==> src/rtl/gamma_scheduler.sv <==
// Walks every legal (t, d, d_tag, b) trellis branch of a frame, issues gamma requests under
// buffer credit, and streams the in-order tagged results to the recursion datapath.
//
//  state | meaning
//  IDLE  | waiting for start
//  ISSUE | walking branches, one request per accepted handshake
//  DRAIN | all requests issued, waiting for responses and downstream pops
//  DONE  | one-cycle done pulse, then back to IDLE
module gamma_scheduler #(
    parameter int DATA_WIDTH = 32,
    parameter int T_W        = 6,
    parameter int D_MAX      = 7,
    parameter int D_W        = 3,
    parameter int GAMMA_W    = 16,
    parameter int FIFO_DEPTH = 8
) (
    input  logic               clk,
    input  logic               rst_n,
    input  logic               start,
    input  logic [T_W-1:0]     t_len,
    input  logic [5:0]         n_len,
    output logic               busy,
    output logic               done,
    output logic               gm_req_valid,
    input  logic               gm_req_ready,
    output logic [T_W-1:0]     gm_t,
    output logic [D_W-1:0]     gm_d,
    output logic [D_W-1:0]     gm_d_tag,
    output logic               gm_b,
    input  logic               gm_rsp_valid,
    input  logic [GAMMA_W-1:0] gm_rsp_gamma,
    output logic               out_valid,
    input  logic               out_ready,
    output logic [T_W-1:0]     out_t,
    output logic [D_W-1:0]     out_d,
    output logic [D_W-1:0]     out_d_tag,
    output logic               out_b,
    output logic [GAMMA_W-1:0] out_gamma
);

    localparam logic [1:0] IDLE  = 2'd0;
    localparam logic [1:0] ISSUE = 2'd1;
    localparam logic [1:0] DRAIN = 2'd2;
    localparam logic [1:0] DONE  = 2'd3;

    localparam int PTR_W = $clog2(FIFO_DEPTH);
    localparam int CNT_W = $clog2(FIFO_DEPTH + 1);
    localparam int TAG_W = T_W + 2 * D_W + 1;
    localparam int SR_W  = D_W + 3;

    // Returns {found, d, k} for the first legal (d, k) pair of time t after flat index cur (d*3+k).
    // k encodes d_tag - d + 1. Loops run backwards so the lowest qualifying index wins.
    function automatic logic [SR_W-1:0] find_pair(input int t, input int n, input int cur);
        logic [SR_W-1:0] r;
        int dt;
        r = '0;
        for (int dd = D_MAX; dd >= 0; dd--) begin
            for (int kk = 2; kk >= 0; kk--) begin
                dt = dd + kk - 1;
                if ((dd * 3 + kk > cur) && (dt >= 0) && (dt <= D_MAX) && (t + dt <= n))
                    r = {1'b1, dd[D_W-1:0], kk[1:0]};
            end
        end
        return r;
    endfunction

    logic [1:0]      state_q, state_d;
    logic [T_W-1:0]  t_q, t_d, tlen_q, tlen_d;
    logic [5:0]      nlen_q, nlen_d;
    logic [D_W-1:0]  d_q, d_d;
    logic [1:0]      k_q, k_d;
    logic            b_q, b_d;

    logic [PTR_W-1:0] wr_ptr_q, fill_ptr_q, rd_ptr_q;
    logic [CNT_W-1:0] used_q, used_d, outst_q, outst_d;
    logic [TAG_W-1:0]   tag_q   [FIFO_DEPTH];
    logic [GAMMA_W-1:0] gamma_q [FIFO_DEPTH];
    logic [FIFO_DEPTH-1:0] filled_q;

    logic [SR_W-1:0] first_w, nxt_same_w, nxt_t_w;
    logic fire, pop, rsp_take;

    assign gm_req_valid = (state_q == ISSUE) && (used_q < CNT_W'(FIFO_DEPTH));
    assign fire         = gm_req_valid && gm_req_ready;
    assign pop          = out_valid && out_ready;
    assign rsp_take     = gm_rsp_valid && (outst_q != '0);

    assign busy     = (state_q != IDLE);
    assign done     = (state_q == DONE);
    assign gm_t     = t_q;
    assign gm_d     = d_q;
    assign gm_d_tag = d_q + D_W'(k_q) - D_W'(1);
    assign gm_b     = b_q;

    assign out_valid = filled_q[rd_ptr_q];
    assign {out_t, out_d, out_d_tag, out_b} = tag_q[rd_ptr_q];
    assign out_gamma = gamma_q[rd_ptr_q];

    always_comb begin
        first_w    = find_pair(0, int'(n_len), -1);
        nxt_same_w = find_pair(int'(t_q), int'(nlen_q), int'(d_q) * 3 + int'(k_q));
        nxt_t_w    = find_pair(int'(t_q) + 1, int'(nlen_q), -1);
    end

    always_comb begin
        state_d = state_q;
        t_d     = t_q;
        d_d     = d_q;
        k_d     = k_q;
        b_d     = b_q;
        tlen_d  = tlen_q;
        nlen_d  = nlen_q;
        case (state_q)
            IDLE: begin
                if (start) begin
                    tlen_d = t_len;
                    nlen_d = n_len;
                    t_d    = '0;
                    b_d    = 1'b0;
                    if ((t_len == '0) || !first_w[SR_W-1]) begin
                        state_d = DRAIN;
                    end else begin
                        state_d = ISSUE;
                        d_d     = first_w[D_W+1:2];
                        k_d     = first_w[1:0];
                    end
                end
            end
            ISSUE: begin
                if (fire) begin
                    if (!b_q) begin
                        b_d = 1'b1;
                    end else begin
                        b_d = 1'b0;
                        if (nxt_same_w[SR_W-1]) begin
                            d_d = nxt_same_w[D_W+1:2];
                            k_d = nxt_same_w[1:0];
                        end else if ((int'(t_q) + 1 < int'(tlen_q)) && nxt_t_w[SR_W-1]) begin
                            t_d = t_q + T_W'(1);
                            d_d = nxt_t_w[D_W+1:2];
                            k_d = nxt_t_w[1:0];
                        end else begin
                            state_d = DRAIN;
                        end
                    end
                end
            end
            DRAIN: begin
                if ((used_q == '0) && (outst_q == '0))
                    state_d = DONE;
            end
            default: state_d = IDLE;
        endcase
    end

    always_comb begin
        used_d = used_q;
        if (fire && !pop)
            used_d = used_q + CNT_W'(1);
        else if (!fire && pop)
            used_d = used_q - CNT_W'(1);
        outst_d = outst_q;
        if (fire && !rsp_take)
            outst_d = outst_q + CNT_W'(1);
        else if (!fire && rsp_take)
            outst_d = outst_q - CNT_W'(1);
    end

    always_ff @(posedge clk or negedge rst_n) begin
        if (!rst_n) begin
            state_q <= IDLE;
            t_q     <= '0;
            d_q     <= '0;
            k_q     <= 2'd1;
            b_q     <= 1'b0;
            tlen_q  <= '0;
            nlen_q  <= '0;
        end else begin
            state_q <= state_d;
            t_q     <= t_d;
            d_q     <= d_d;
            k_q     <= k_d;
            b_q     <= b_d;
            tlen_q  <= tlen_d;
            nlen_q  <= nlen_d;
        end
    end

    // Reserve, fill and pop never touch the same entry in one cycle, so the writes are independent.
    always_ff @(posedge clk or negedge rst_n) begin
        if (!rst_n) begin
            wr_ptr_q   <= '0;
            fill_ptr_q <= '0;
            rd_ptr_q   <= '0;
            used_q     <= '0;
            outst_q    <= '0;
            filled_q   <= '0;
            for (int i = 0; i < FIFO_DEPTH; i++) begin
                tag_q[i]   <= '0;
                gamma_q[i] <= '0;
            end
        end else begin
            used_q  <= used_d;
            outst_q <= outst_d;
            if (fire) begin
                tag_q[wr_ptr_q]    <= {gm_t, gm_d, gm_d_tag, gm_b};
                filled_q[wr_ptr_q] <= 1'b0;
                wr_ptr_q           <= wr_ptr_q + PTR_W'(1);
            end
            if (rsp_take) begin
                gamma_q[fill_ptr_q]  <= gm_rsp_gamma;
                filled_q[fill_ptr_q] <= 1'b1;
                fill_ptr_q           <= fill_ptr_q + PTR_W'(1);
            end
            if (pop) begin
                filled_q[rd_ptr_q] <= 1'b0;
                rd_ptr_q           <= rd_ptr_q + PTR_W'(1);
            end
        end
    end

endmodule

==> config.mk <==
export PLATFORM = sky130hd
export DESIGN_NAME = gamma_scheduler
export DESIGN_NICKNAME = d
export VERILOG_FILES = /design/src/rtl/gamma_scheduler.sv
export SDC_FILE = /design/constraint.sdc
export NUM_CORES = 1
export LEC_CHECK = 0
export CAP_MARGIN = 10
export CORE_ASPECT_RATIO = 1.75
export CORE_UTILIZATION = 45
export DETAILED_ROUTE_END_ITERATION = 8
export GPL_ROUTABILITY_DRIVEN = 0
export PLACE_DENSITY = 0.7
export SYNTH_ARGS = -nofsm -noshare
export SYNTH_HDL_FRONTEND = slang
export SYNTH_SLANG_ARGS = --single-unit
==> constraint.sdc <==
create_clock -name clk -period 6.3 [get_ports clk]
set_clock_uncertainty 0.05 [all_clocks]
set_input_delay 1.26 -clock clk [delete_from_list [all_inputs] [get_ports clk]]
set_output_delay 1.26 -clock clk [all_outputs]
set_load 0.005 [all_outputs]
## Word-level counts from Yosys, hierarchy flattened

Index checks and enable logic that the tools add are counted.

| word-level totals | value |
|---|---|
| output and inout port bits | 46 |
| bits of input ports | 34 |
| register bits | 283 |

| operators by class | value |
|---|---|
| mux-type cells | 89 |
| equal/unequal tests | 12 |
| multipliers | 1 |
| bitwise gates (word level) | 8 |
| magnitude comparators | 50 |
| $add $sub $neg | 25 |
| reduce and logical (&&, ||, !) cells | 54 |

Operator list:

| operator | number |
|---|---|
| $le 32x7->1 | 8 |
| $mux 6 | 35 |
| $add 32x4->32 const B | 4 |
| $bwmux 128 | 1 |
| $bwmux 104 | 1 |
| $add 32x3->32 const B | 2 |
| $bmux 16 s3 | 1 |
| $demux 16 s3 | 1 |
| $gt 4x6->1 const A | 8 |
| $mux 16 | 3 |
| $gt 5x6->1 const A | 7 |
| $le 7x6->1 | 6 |
| $bmux 13 s3 | 1 |
| $demux 13 s3 | 1 |
| $mux 13 | 3 |
| $logic_and 1x1->1 | 37 |
| $add 32x2->32 const B | 1 |
| $add 6x3->7 const B | 4 |
| $mux 2 | 13 |
| $gt 3x6->1 const A | 4 |
| $mux 8 | 3 |
| $mux 3 | 6 |
| $reduce_and 6->1 | 3 |
| $and 8x8->8 | 2 |
| 44 further kinds | 84 |

## Depth between registers and ports, before layout

Gate-level depths: netlist of the first run.

| logic depth | value |
|---|---|
| depth in word-level cells | 30 |
| depth in mapped cells | 20 |
| depth with buffers taken out | 20 |

## Worst setup path after synthesis of the first run

No wires, ideal clock.

| path | value |
|---|---|
| kind | reg-to-reg |
| from | reg t_q[1], in the netlist gm_t[1] |
| to | reg state_q[0] |
| data required time | 6,125 ps |
| clock period less this slack | 4,609 ps |
| buffers on the path | 2 |
| setup time | 125 ps |
| setup slack | 1,691 ps |
| arrival | 4,435 ps |
| stages on the path, launching flop included | 19 |
| path through | dfrtp_1 ha_1 nand2_1 xnor2_1 buf_1 inv_1 ha_1 clkbuf_1 nand2_1 xnor2_1 ha_1 and3_1 a311oi_1 nor3_1 nor4_1 a31oi_1 o41ai_1 nand3_1 mux2_2 |

| between the ends | value |
|---|---|
| cells in the longest elaborated chain, start to end | 27 |
| elaborated cells on any way between the ends | 86 |
| those cells by class | 14 x add/sub; 16 x order compare; 2 x eq/ne; 30 x mux; 24 x reduce/logical |

Ends and longest elaborated chain:

| item | line | source |
|---|---|---|
| start: declaration | 68 | `logic [T_W-1:0] t_q, t_d, tlen_q, tlen_d;` |
| start signal: assignment | 180 | `t_q <= t_d;` |
| $add 6x3->7 | 60 | `if ((dd * 3 + kk > cur) && (dt >= 0) && (dt <= D_MAX) && (t + dt <= n))` |
| $le 7x6->1 | 60 |  |
| $logic_and 1x1->1 | 60 |  |
| $mux 6 (22 in series) | 60 |  |
| $ne 2x2->1 (no line) | n/a |  |
| $reduce_and 6->1 (no line) (*) | n/a |  |
| end signal: assignment | 179 | `state_q <= state_d;` |
| end: declaration | 67 | `logic [1:0] state_q, state_d;` |

Every way passes the cells marked *; elsewhere a longest branch is shown, timed or not.
A chain may end at the register's enable or synchronous reset.

## Final worst setup path of the first run

| path | value |
|---|---|
| from | reg t_q[2], in the netlist gm_t[2] |
| to | reg state_q[0] |

The elaborated chain is that of the path after synthesis.

==> impl_results.md, run 1 <==
* Status: finished clean
* CTS Root Buffer Type: sky130_fd_sc_hd__clkbuf_16
* Unique cell type count in the Yosys netlist at a little under 80
* Setup fix buffers added after clock tree synthesis at 0
* Number of instances in the synthesized netlist at between 1k and 1.5k
* Clock tree sinks at roughly 280
* CTS H-tree depth at 1
* Fraction of final layout cells sized beyond drive strength 1 at between 20% and 30%
* Largest net degree at the start of global routing at 105
* Worst path max stage delay at approximately 0.64 ns
* Initial antenna violation count at 1
* RSZ-0062 raised after global routing: false
* Most area-consuming cells after synthesis: sky130_fd_sc_hd__dfrtp_1 (43%), sky130_fd_sc_hd__mux2_2 (13%), sky130_fd_sc_hd__ha_1 (8.6%)
* P_leak at 8.10 nW
* Share of synthesized registers carrying an async set or reset at 100%
* Top achievable clock speed at around 190 MHz
* Vias per cell at 5.90
* Final routed DRC violation total at 0
* Commonest non-fill, non-tap cell in the layout: sky130_fd_sc_hd__dfrtp_1
* TritonCTS clock tree: built
* Family with the most delay on the worst path: simple AND/OR/NAND/NOR gates
* Kind of path behind the tightest hold check: register to register
* Setup violation total in the final timing report at 0
* Layout Utilization at between 50% and 60%
* Pre-Repair DR Iteration Count at 9
* CTS resizes at 0
* Dominant register cell in the synthesized netlist: sky130_fd_sc_hd__dfrtp_1
* DR vias at ~12k
* Initial Utilization at 45.8%
* Classification of the worst setup path: register to register
* Worst path required time at about 6.7 ns
* Via count of the first global-routing pass at ~12k
* Final routed wire length divided by cell count at just over 20 µm
* Die extent in x at approximately 150 µm
* Clk pin slew, worst setup/hold paths at around 0.070 ns
* Detail Placement HPWL at around 28 mm
* Proportion of netlist area held by the largest area contributor at 42.8%
* Mean instance size in the synthesized netlist at 11.4 µm²
* Net count reported at finish at ~1.7k
* Number of max-slew violations in the final report at 0
* Growth of design area from synthesis to finish at 13.0%
* Clock latency at the later pin of the worst-skew pair at 0.55 ns
* Routed Wire Length at roughly 40 mm
* Post-synth top area cell: sky130_fd_sc_hd__dfrtp_1
* Count of fill cells added during filler insertion at roughly 3.1k
* Biggest fanout along the worst timing path at 12
* Commonest cells after routing, fill and taps aside: sky130_fd_sc_hd__dfrtp_1 (279), sky130_fd_sc_hd__mux2_2 (191), sky130_fd_sc_hd__nand2_1 (155)
* Max Root-Sink Buffers at 3
* Min Clock Period, post-route at between 5 and 6 ns
* Crit path arrival time at 5.69 ns
* Critical path startpoint category: register
* Part of the cycle the worst path needs at roughly 84%
* Total standard cell area after synthesis at ~0.016 mm²
* Multi-input gate area at slightly below 0.009 mm²
* Seq cells post-synth at approximately 280
* Number of synthesized flops with an enable pin at 0
* Global router's overall resource usage at a little over a fifth
* Total overflow reported by the global router at 0
* Global-route wire length before repair at approximately 65 mm
* Die outline height at 255 µm
* Actual slew at the worst max-slew pin at between 1 and 1.5 ns
* Max Cap Viol at 0
* First-iteration detailed-routing DRC count at between 500 and 600
* Hold-fix buffers, CTS at 0
* Proportion of synthesized chip area in sequential cells at 42.9%
* Final-layout setup total negative slack at 0 ns
* Number of nets produced by synthesis at ~1.6k
* Cell-by-cell listing of the critical path: ha_1 > nand2_1 > xnor2_1 > buf_4 > inv_1 > ha_1 > nand2_1 > xnor2_1 > ha_1 > and3_1 > a211oi_1 > a311oi_1 > nor3_1 > nor4_1 > a31oi_1 > o41ai_1 > nand3_1 > mux2_2
* I/O pin total at 80
* Total area of sequential cells at around 0.0071 mm²
* Port bufs at 79
* Combined buffer and inverter count along the critical path at 2
* Cell mode on critical path: sky130_fd_sc_hd__ha_1
* Capturing element type of the critical path: register
* Number of buffers added by the clock tree synthesis step at 27
* Placeable core region at around 0.036 mm²
* Relative slew margins at between 20% and 30%
* Floorplan die area at between 0.03 and 0.04 mm²
* Yosys synthesis warning count at 0
* Slowest stage cell on the critical path: sky130_fd_sc_hd__dfrtp_1
* Antenna Violating Nets Remaining at 0
* ANT cells at 0
* Areal power density over the cells at ~440 mW/mm²
* Maximum VDD drop at 0.237 mV
* # rows at between 90 and 100
* Hold violation total from the final report at 0
flip-flops by register name, summed over array words and instances, names as in the netlist, 4 cells and up:
name      cells
gm_t          6
tag_q       104
filled_q      8
used_q        4
gamma_q     128
outst_q       4
nlen_q        6
tlen_q        6
cell type report:
cell class,count,share of cell area (%)
Tap cell,470,3.16
Clock inverter,10,0.470
Sequential cell,283,38.1
Inverter,61,1.23
Clock buffer,37,4.20
Timing Repair Buffer,98,5.10
Multi-Input combinational cell,1027,47.8
worst paths after layout:
check	startpoint	to	slack, ns	cells after the start
worst max-delay path	gm_t[2]	state_q[0]	0.99	18
max in group asynchronous	rst_n	state_q[0]	4.24	2
worst max register to register	gm_t[2]	state_q[0]	0.99	18
worst min register to register	outst_q[3]	outst_q[3]	0.42	1
worst min-delay path	outst_q[3]	outst_q[3]	0.42	1
min in group asynchronous	rst_n	gamma_q[2]	0.65	1
where the power goes:
group / internal [mW] / total (mW) / switching [mW] / leakage (nW)
Clock: 0.909 / 1.60 / 0.695 / 0.435
Combinational: 1.97 / 3.55 / 1.58 / 4.07
Sequential: 2.49 / 3.03 / 0.542 / 3.60
Total: 5.37 / 8.19 / 2.82 / 8.10
per-stage QoR:
stage / instances / total power [mW] / instance area (µm²) / setup WS [ns] / hold slack, ns
2_1_floorplan: 1445 / 5.40 / 16500 / 1.69 / 0.385
3_3_place_gp: 1939 / 6.49 / 17800 / 1.31 / 0.404
3_5_place_dp: 1939 / 6.65 / 17800 / 1.11 / 0.405
4_1_cts: 1986 / 8.26 / 18600 / 1.10 / 0.418
5_1_grt: 1986 / 8.72 / 18600 / 0.640 / 0.441
6_report: 1986 / 8.19 / 18600 / 0.987 / 0.415
cells in the mapped netlist, drive strengths merged (9+ instances only):
| cell type | count |
|---|---|
| o22ai | 12 |
| nor3 | 15 |
| xnor2 | 51 |
| inv | 57 |
| nor2 | 37 |
| a21oi | 43 |
| a21o | 16 |
| ha | 114 |
| xor2 | 9 |
| nand2 | 155 |
| nand3 | 28 |
| o211ai | 10 |
| a31oi | 11 |
| mux2 | 194 |
| mux4 | 60 |
| o21a | 9 |
| o21ai | 113 |
| dfrtp | 282 |
| nand4 | 9 |
| buf | 15 |
| clkbuf | 59 |
| a211oi | 11 |
| nor2b | 15 |
routing by layer:
metal / track usage, % / vias up / wire [µm]
li1: - / 5381 / -
met5: 0 / - / 13
met3: 2.80 / 113 / 1580
met1: 23.7 / 5923 / 15200
met2: 41.4 / 302 / 21100
met4: 11.8 / 2 / 2110
worst register-to-register path: cells and delay by family, from the launching register on:
kind                     cells  cell delay, ns
AO/OA/AOI/OAI                4            1.11
XOR/XNOR                     2            0.31
adder cells (fa/ha/maj)      3            1.11
buffers and inverters        2            0.37
flip-flops                   1            0.64
multiplexers                 1            0.30
AND/OR/NAND/NOR              6            1.31
cell families after synthesis:
| logic type | Yosys count | share of synthesized area (%) |
|---|---|---|
| buffers and inverters | 135 | 3.24 |
| adder cells (fa/ha/maj) | 118 | 9.13 |
| XOR/XNOR | 60 | 3.28 |
| AND/OR/NAND/NOR | 307 | 8.73 |
| flip-flops | 283 | 42.9 |
| AO/OA/AOI/OAI | 283 | 10.9 |
| multiplexers | 259 | 21.8 |
Power figures use the tool's default switching activity.
==> inputs of run 2 (changes only) <==
--- a/config.mk
+++ b/config.mk
@@ -10,7 +10,7 @@
 export CORE_UTILIZATION = 45
 export DETAILED_ROUTE_END_ITERATION = 8
 export GPL_ROUTABILITY_DRIVEN = 0
-export PLACE_DENSITY = 0.7
+export PLACE_DENSITY = 0.73
 export SYNTH_ARGS = -nofsm -noshare
 export SYNTH_HDL_FRONTEND = slang
 export SYNTH_SLANG_ARGS = --single-unit
==> constraint.sdc (replaced) <==
create_clock -name clk -period 4.35 [get_ports clk]
set_clock_uncertainty 0.05 [all_clocks]
set_input_delay 0.87 -clock clk [delete_from_list [all_inputs] [get_ports clk]]
set_output_delay 0.87 -clock clk [all_outputs]
set_load 0.005 [all_outputs]
==> run 2 against run 1 <==
Net effect:
- sequential cell count stayed put
- power increased by 52%
- sequential share of layout area is 1.5 points lower
- cell count rose by 3.1%
- clock power rose by 65%
- first-iteration DRC count down 1.3%
- core utilization up 2.1 points
- register-to-register slack got worse by 0.85 ns
- critical path depth is 1 lower
- via count up 2.1%
- setup slack worse by 0.85 ns
- die area did not move
- largest power group unchanged
==> impl_results.md, run 2 (synthesis results as in run 1) <==
* Relative slew margins at 32.3% (was 23.5%)
* Clock tree sinks at 283 (unchanged)
* Hold violation total from the final report at 0 (unchanged)
* TritonCTS clock tree: built (unchanged)
* Part of the cycle the worst path needs at 96.9% (was 84.3%)
* # rows at 92 (unchanged)
* Hold-fix buffers, CTS at 0 (unchanged)
* Initial Utilization at 45.8% (unchanged)
* Top achievable clock speed at 237 MHz (was 188 MHz)
* Total cell area at the placement stage at 0.0182 mm² (was 0.0178 mm²)
* CTS H-tree depth at 1 (unchanged)
* Commonest cells after routing, fill and taps aside: sky130_fd_sc_hd__dfrtp_1 (279), sky130_fd_sc_hd__mux2_2 (191), sky130_fd_sc_hd__nand2_1 (154) (was sky130_fd_sc_hd__dfrtp_1 (279), sky130_fd_sc_hd__mux2_2 (191), sky130_fd_sc_hd__nand2_1 (155))
* Final routed wire length divided by cell count at 20.4 µm (was 20.2 µm)
* Capturing element type of the critical path: register (unchanged)
* DR vias at 12.0k (was 11.7k)
* Flop-to-flop setup slack at 0.13 ns (was 0.99 ns)
* Global-route wire length before repair at 67.7 mm (was 64.9 mm)
* Total area of sequential cells at 0.00709 mm² (unchanged)
* Growth of design area from synthesis to finish at 17.6% (was 13.0%)
* Number of flip-flops under the largest register name at 128 (unchanged)
* Internal power consumption at 8.24 mW (was 5.37 mW)
* Final worst slack at 0.133 ns (was 0.987 ns)
* Routed Wire Length at 41.8 mm (was 40.1 mm)
* Number of max-slew violations in the final report at 0 (unchanged)
* First-iteration detailed-routing DRC count at 521 (was 528)
* Biggest fanout along the worst timing path at 6 (was 12)
* ANT cells at 0 (unchanged)
* Sw power at 4.18 mW (was 2.82 mW)
* Net count reported at finish at 1709 (was 1650)
* Fraction of final layout cells sized beyond drive strength 1 at 27.5% (was 22.6%)
* Origin of the critical flop-to-flop path: gm_t[1] (was gm_t[2])
* Placement-stage worst setup slack at -0.0212 ns (was 1.11 ns)
* Slowest stage cell on the critical path: sky130_fd_sc_hd__a311oi_2 (was sky130_fd_sc_hd__dfrtp_1)
* Largest net degree at the start of global routing at 124 (was 105)
* Die outline height at 255 µm (unchanged)
* Most flops, register: gamma_q (unchanged)
* Max Cap Viol at 0 (unchanged)
* Reg2Reg Capture Point: state_q[1] (was state_q[0])
* Final instance area at 0.0194 mm² (was 0.0186 mm²)
* Vias per cell at 5.85 (was 5.90)
* P_leak at 8.47 nW (was 8.10 nW)
* Max Root-Sink Buffers at 3 (unchanged)
* CTS Root Buffer Type: sky130_fd_sc_hd__clkbuf_16 (unchanged)
* Number of buffers added by the clock tree synthesis step at 27 (unchanged)
* Largest regs: gamma_q (128), tag_q (104), filled_q (8) (unchanged)
* Detail Placement HPWL at 30.1 mm (was 28.3 mm)
* Crit path arrival time at 4.59 ns (was 5.69 ns)
* Total overflow reported by the global router at 0 (unchanged)
* Clock share of power at 21.3% (was 19.6%)
* Switching fraction of total power at 33.7% (was 34.4%)
* Critical path startpoint category: register (unchanged)
* Actual slew at the worst max-slew pin at 1.01 ns (was 1.14 ns)
* Layout Utilization at 53.9% (was 51.7%)
* Combinational cell fraction of total power at 44.6% (was 43.4%)
* Commonest non-fill, non-tap cell in the layout: sky130_fd_sc_hd__dfrtp_1 (unchanged)
* Sequential Power Share at 34.2% (was 37.0%)
* Clk pin slew, worst setup/hold paths at 0.07 ns (about the same)
* Cell-by-cell listing of the critical path: ha_1 > nand2_1 > xnor2_2 > inv_2 > ha_2 > nand2_1 > xnor2_1 > ha_1 > and3_1 > a211oi_1 > a311oi_2 > a221oi_2 > nor4_2 > a31oi_2 > o41ai_2 > nand3_1 > mux2_2 (was ha_1 > nand2_1 > xnor2_1 > buf_4 > inv_1 > ha_1 > nand2_1 > xnor2_1 > ha_1 > and3_1 > a211oi_1 > a311oi_1 > nor3_1 > nor4_1 > a31oi_1 > o41ai_1 > nand3_1 > mux2_2)
* Worst path required time at 4.73 ns (was 6.68 ns)
* Areal power density over the cells at 640 mW/mm² (was 440 mW/mm²)
* Port bufs at 79 (unchanged)
* Maximum VDD drop at 0.308 mV (was 0.237 mV)
* Worst reg2reg path depth at 17 (was 18)
* Status: finished clean (unchanged)
* Setup violation total in the final timing report at 0 (unchanged)
* Initial antenna violation count at 0 (was 1)
* Classification of the worst setup path: register to register (unchanged)
* Cell count after placement at 1997 (was 1939)
* Count of fill cells added during filler insertion at 3061 (was 3133)
* Clock latency at the later pin of the worst-skew pair at 0.54 ns (was 0.55 ns)
* Antenna Violating Nets Remaining at 0 (unchanged)
* Multi-input gate area at 0.00906 mm² (was 0.00890 mm²)
* Global router's overall resource usage at 22.9% (was 22.0%)
* Worst path max stage delay at 0.45 ns (was 0.64 ns)
* Kind of path behind the tightest hold check: primary input to asynchronous set/reset pin (was register to register)
* Final routed DRC violation total at 0 (unchanged)
* I/O pin total at 80 (unchanged)
* Die extent in x at 147 µm (unchanged)
* Floorplan die area at 0.0375 mm² (unchanged)
* Via count of the first global-routing pass at 12.9k (was 12.4k)
* Design Power at 12.4 mW (was 8.19 mW)
* Pre-Repair DR Iteration Count at 6 (was 9)
* Min Clock Period, post-route at 4.22 ns (was 5.31 ns)
* Placeable core region at 0.0360 mm² (unchanged)
* Final standard cell count with taps included and fillers excluded at 2047 (was 1986)
-- run 2: cell types whose count changed in the layout (fill, tap and decap cells not counted), moves of 3 or more --
| cell | before | now |
|---|---|---|
| sky130_fd_sc_hd__ha_1 | 114 | 110 |
| sky130_fd_sc_hd__inv_1 | 57 | 54 |
| sky130_fd_sc_hd__o21ai_0 | 112 | 109 |
| sky130_fd_sc_hd__inv_2 | 0 | 4 |
| sky130_fd_sc_hd__bufinv_16 | 1 | 6 |
| sky130_fd_sc_hd__buf_4 | 18 | 74 |
| sky130_fd_sc_hd__o21ai_1 | 0 | 3 |
| sky130_fd_sc_hd__clkinv_2 | 6 | 3 |
-- run 2: metal layers --
| layer | global-route usage, % | vias up | wire length (µm) |
|---|---|---|---|
| met3 | 2.46 | 143 | 1410 |
| met2 | 44.0 | 332 | 22800 |
| met1 | 23.8 | 5996 | 15200 |
| li1 | - | 5494 | - |
| met5 | 0 | - | 0 |
| met4 | 13.5 | 0 | 2390 |
-- run 2: critical path, delay by kind of cell (launching register included) --
family          cells  cell delay, ns
compound gates      5            1.20
mux                 1            0.29
fa+ha+maj           3            0.80
xor+xnor            2            0.30
buf+inv             1            0.13
simple gates        5            0.91
flops               1            0.41
-- run 2: how the worst max path moves through the flow --
stage / endpoint / cells after the start / start
floorplan: state_q[0] / 19 / gm_t[1]
global placement: state_q[0] / 16 / gm_t[2]
detailed placement: state_q[1] / 16 / gm_t[2]
CTS: gm_t[0] / 17 / gm_t[1]
global route: gm_d[1] / 17 / gm_t[1]
finish: state_q[1] / 17 / gm_t[1]
-- run 2: what timing repair did --
action	4_1_cts	5_1_grt
resized for setup	2	33
pin swaps	0	5
hold endpoints to repair	0	0
setup buffers	0	1
setup endpoints to repair	2	13
-- run 2: cell type report --
| type | instances | area share (%) |
|---|---|---|
| Multi-Input combinational cell | 1027 | 46.7 |
| Sequential cell | 283 | 36.5 |
| Timing Repair Buffer | 157 | 7.33 |
| Clock buffer | 36 | 4.02 |
| Tap cell | 470 | 3.03 |
| Clock inverter | 13 | 1.22 |
| Inverter | 61 | 1.18 |
-- run 2: stage by stage --
step,hold slack [ns],TNS [ns]
3_5_place_dp,0.404,-0.0383
2_1_floorplan,0.385,0
6_report,0.369,0
4_1_cts,0.406,0
5_1_grt,0.428,-0.0356
3_3_place_gp,0.403,0
-- run 2: power groups by stage --
stage               Combinational (mW)  Sequential, mW  Clock [mW]
finish                            5.53            4.24        2.64
global route                      6.04            4.38        2.77
CTS                               5.55            4.25        2.69
detailed placement                5.51            4.29           0
global placement                  5.34            4.20           0
floorplan                         3.83            3.99           0
==> inputs of run 3 (changes only) <==
--- a/config.mk
+++ b/config.mk
@@ -7,10 +7,10 @@
 export LEC_CHECK = 0
 export CAP_MARGIN = 10
 export CORE_ASPECT_RATIO = 1.75
-export CORE_UTILIZATION = 45
+export CORE_UTILIZATION = 40
 export DETAILED_ROUTE_END_ITERATION = 8
 export GPL_ROUTABILITY_DRIVEN = 0
-export PLACE_DENSITY = 0.73
+export PLACE_DENSITY = 0.67
 export SYNTH_ARGS = -nofsm -noshare
 export SYNTH_HDL_FRONTEND = slang
 export SYNTH_SLANG_ARGS = --single-unit
==> run 3 against run 2 <==
Net effect:
- wire length rose by 4.0%
- hold slack got worse by 0.025 ns
- largest power group unchanged
- first-iteration DRC count grew 36%
- combinational power is 1% higher
==> impl_results.md, run 3 (synthesis results as in run 1) <==
* Net count reported at finish at 1734 (was 1709)
* First-iteration detailed-routing DRC count at 710 (was 521)
* Placeable core region at 0.0407 mm² (was 0.0360 mm²)
* Die extent in x at 156 µm (was 147 µm)
* Growth of design area from synthesis to finish at 18.4% (was 17.6%)
* Cell-by-cell listing of the critical path: buf_6 > inv_1 > ha_2 > inv_1 > ha_1 > buf_4 > o21ai_0 > xnor2_1 > ha_1 > nand3_1 > o21bai_1 > a31oi_1 > nor3_2 > nor3_2 > a31oi_2 > buf_4 > o311a_4 > mux2_4 (was ha_1 > nand2_1 > xnor2_2 > inv_2 > ha_2 > nand2_1 > xnor2_1 > ha_1 > and3_1 > a211oi_1 > a311oi_2 > a221oi_2 > nor4_2 > a31oi_2 > o41ai_2 > nand3_1 > mux2_2)
* Worst path required time at 4.71 ns (was 4.73 ns)
* Total overflow reported by the global router at 0 (unchanged)
* Port bufs at 79 (unchanged)
* P_leak at 8.52 nW (was 8.47 nW)
* Clock latency at the later pin of the worst-skew pair at 0.56 ns (was 0.54 ns)
* Global-route wire length before repair at 70.4 mm (was 67.7 mm)
* Slowest stage cell on the critical path: sky130_fd_sc_hd__dfrtp_1 (was sky130_fd_sc_hd__a311oi_2)
* Pre-Repair DR Iteration Count at 5 (was 6)
* Multi-input gate area at 0.00906 mm² (about the same)
* Hold violation total from the final report at 0 (unchanged)
* Count of fill cells added during filler insertion at 3723 (was 3061)
* Capturing element type of the critical path: register (unchanged)
* Worst path max stage delay at 0.43 ns (was 0.45 ns)
* Crit path arrival time at 4.61 ns (was 4.59 ns)
* Areal power density over the cells at 621 mW/mm² (was 640 mW/mm²)
* Clk pin slew, worst setup/hold paths at 0.07 ns (about the same)
* Classification of the worst setup path: register to register (unchanged)
* Part of the cycle the worst path needs at 97.6% (was 96.9%)
* Final routed DRC violation total at 0 (unchanged)
* Floorplan die area at 0.0421 mm² (was 0.0375 mm²)
* Min Clock Period, post-route at 4.25 ns (was 4.22 ns)
* Die outline height at 271 µm (was 255 µm)
* Design Power at 12.1 mW (was 12.4 mW)
* Number of max-slew violations in the final report at 0 (unchanged)
* Commonest non-fill, non-tap cell in the layout: sky130_fd_sc_hd__dfrtp_1 (unchanged)
* Clock tree sinks at 283 (unchanged)
* DR vias at 12.0k (about the same)
* Met1 GRT Util at 23.4% (was 23.8%)
* Detail Placement HPWL at 30.8 mm (was 30.1 mm)
* Status: finished clean (unchanged)
* Most flops, register: gamma_q (unchanged)
* Total area of sequential cells at 0.00709 mm² (unchanged)
* Actual slew at the worst max-slew pin at 0.996 ns (was 1.01 ns)
* Number of buffers added by the clock tree synthesis step at 26 (was 27)
* Busiest layer in global routing: met2 (unchanged)
* Biggest fanout along the worst timing path at 5 (was 6)
* Vias per cell at 5.59 (was 5.85)
* Global router's overall resource usage at 21.3% (was 22.9%)
* Final instance area at 0.0195 mm² (was 0.0194 mm²)
* Max Cap Viol at 0 (unchanged)
* Initial antenna violation count at 0 (unchanged)
* Max Root-Sink Buffers at 3 (unchanged)
* I/O pin total at 80 (unchanged)
* Kind of path behind the tightest hold check: primary input to asynchronous set/reset pin (unchanged)
* Critical path startpoint category: register (unchanged)
* Fraction of final layout cells sized beyond drive strength 1 at 28.5% (was 27.5%)
* Setup violation total in the final timing report at 0 (unchanged)
* Final routed wire length divided by cell count at 20.2 µm (was 20.4 µm)
* Total cell area at the placement stage at 0.0185 mm² (was 0.0182 mm²)
* Commonest cells after routing, fill and taps aside: sky130_fd_sc_hd__dfrtp_1 (279), sky130_fd_sc_hd__mux2_2 (191), sky130_fd_sc_hd__nand2_1 (154) (unchanged)
* ANT cells at 0 (unchanged)
* CTS H-tree depth at 1 (unchanged)
* Maximum VDD drop at 0.406 mV (was 0.308 mV)
* Initial Utilization at 40.5% (was 45.8%)
* TritonCTS clock tree: built (unchanged)
* Relative slew margins at 33.4% (was 32.3%)
* Via count of the first global-routing pass at 13.1k (was 12.9k)
* # rows at 98 (was 92)
* Largest net degree at the start of global routing at 114 (was 124)
* Met2 Usage GRT at 39.6% (was 44.0%)
* Routed Wire Length at 43.5 mm (was 41.8 mm)
* Top achievable clock speed at 235 MHz (was 237 MHz)
* Number of flip-flops under the largest register name at 128 (unchanged)
* Met3 track utilization from global routing at 2.00% (was 2.46%)
* Antenna Violating Nets Remaining at 0 (unchanged)
* CTS Root Buffer Type: sky130_fd_sc_hd__clkbuf_16 (unchanged)
* Largest regs: gamma_q (128), tag_q (104), filled_q (8) (unchanged)
* Final-layout setup total negative slack at 0 ns (unchanged)
==> run 3: cell types whose count changed in the layout (fill, tap and decap cells not counted), moves of 3 or more <==
cell                        before  now
sky130_fd_sc_hd__clkbuf_1        2    8
sky130_fd_sc_hd__bufinv_16       6    0
sky130_fd_sc_hd__nor3_1         13   10
sky130_fd_sc_hd__buf_4          74   98
sky130_fd_sc_hd__nor3_2          2    5
==> run 3: critical path: cells and delay by family (launching register included) <==
| kind | cells | cell delay, ns |
|---|---|---|
| muxes | 1 | 0.31 |
| buffers and inverters | 5 | 0.73 |
| DFF | 1 | 0.43 |
| AOI/OAI and AO/OA | 5 | 1.09 |
| xor gates and xnor gates | 1 | 0.16 |
| adders and majority gates | 3 | 0.85 |
| and+or+nand+nor | 3 | 0.45 |
==> run 3: worst paths after layout <==
path / startpoint / end / slack, ns / depth (start not counted)
hold reg to reg: outst_q[3] / outst_q[3] / 0.42 / 1
setup reg to reg: gm_t[1] / gm_d[1] / 0.10 / 18
hold / removal: rst_n / gamma_q[72] / 0.34 / 1
setup / recovery: gm_t[1] / gm_d[1] / 0.10 / 18
max in group asynchronous: rst_n / k_q[0] / 2.96 / 2
min in group clk: outst_q[3] / outst_q[3] / 0.42 / 1
==> run 3: layout make-up <==
type	count	area share [%]
multi-input cells	1027	46.4
flip-flops and latches	283	36.3
clock inverters	6	0.275
repair buffers	183	8.37
clock buffers	41	3.98
inverters	61	1.17
well taps	550	3.52
==> run 3: through the flow <==
step	cells	hold slack, ns	util, %	setup WS, ns
after floorplan	1445	0.385	-	0.0193
final	2151	0.344	48.0	0.103
after CTS	2146	0.372	47.5	0.0151
after global placement	2099	0.406	45.5	0.0454
after detailed placement	2099	0.417	45.5	0.0114
after global routing	2151	0.406	48.0	-0.0679
==> run 3: power breakdown <==
part / total, mW / internal (mW) / switching, mW
Combinational: 5.59 / 3.07 / 2.52
Sequential: 4.29 / 3.61 / 0.684
Clock: 2.25 / 1.24 / 1.02
==> run 3: repair_timing <==
action / CTS / global route
setup buffers: 0 / 5
resized for setup: 3 / 34
hold buffers: 0 / 0
setup endpoints to repair: 6 / 13
pin swaps: 0 / 9
==> run 3: metal layers <==
metal / wire (µm) / share of wire, %
met2: 23300 / 54
met4: 2470 / 5.7
met1: 16400 / 38
met3: 1320 / 3.0
met5: 0 / 0
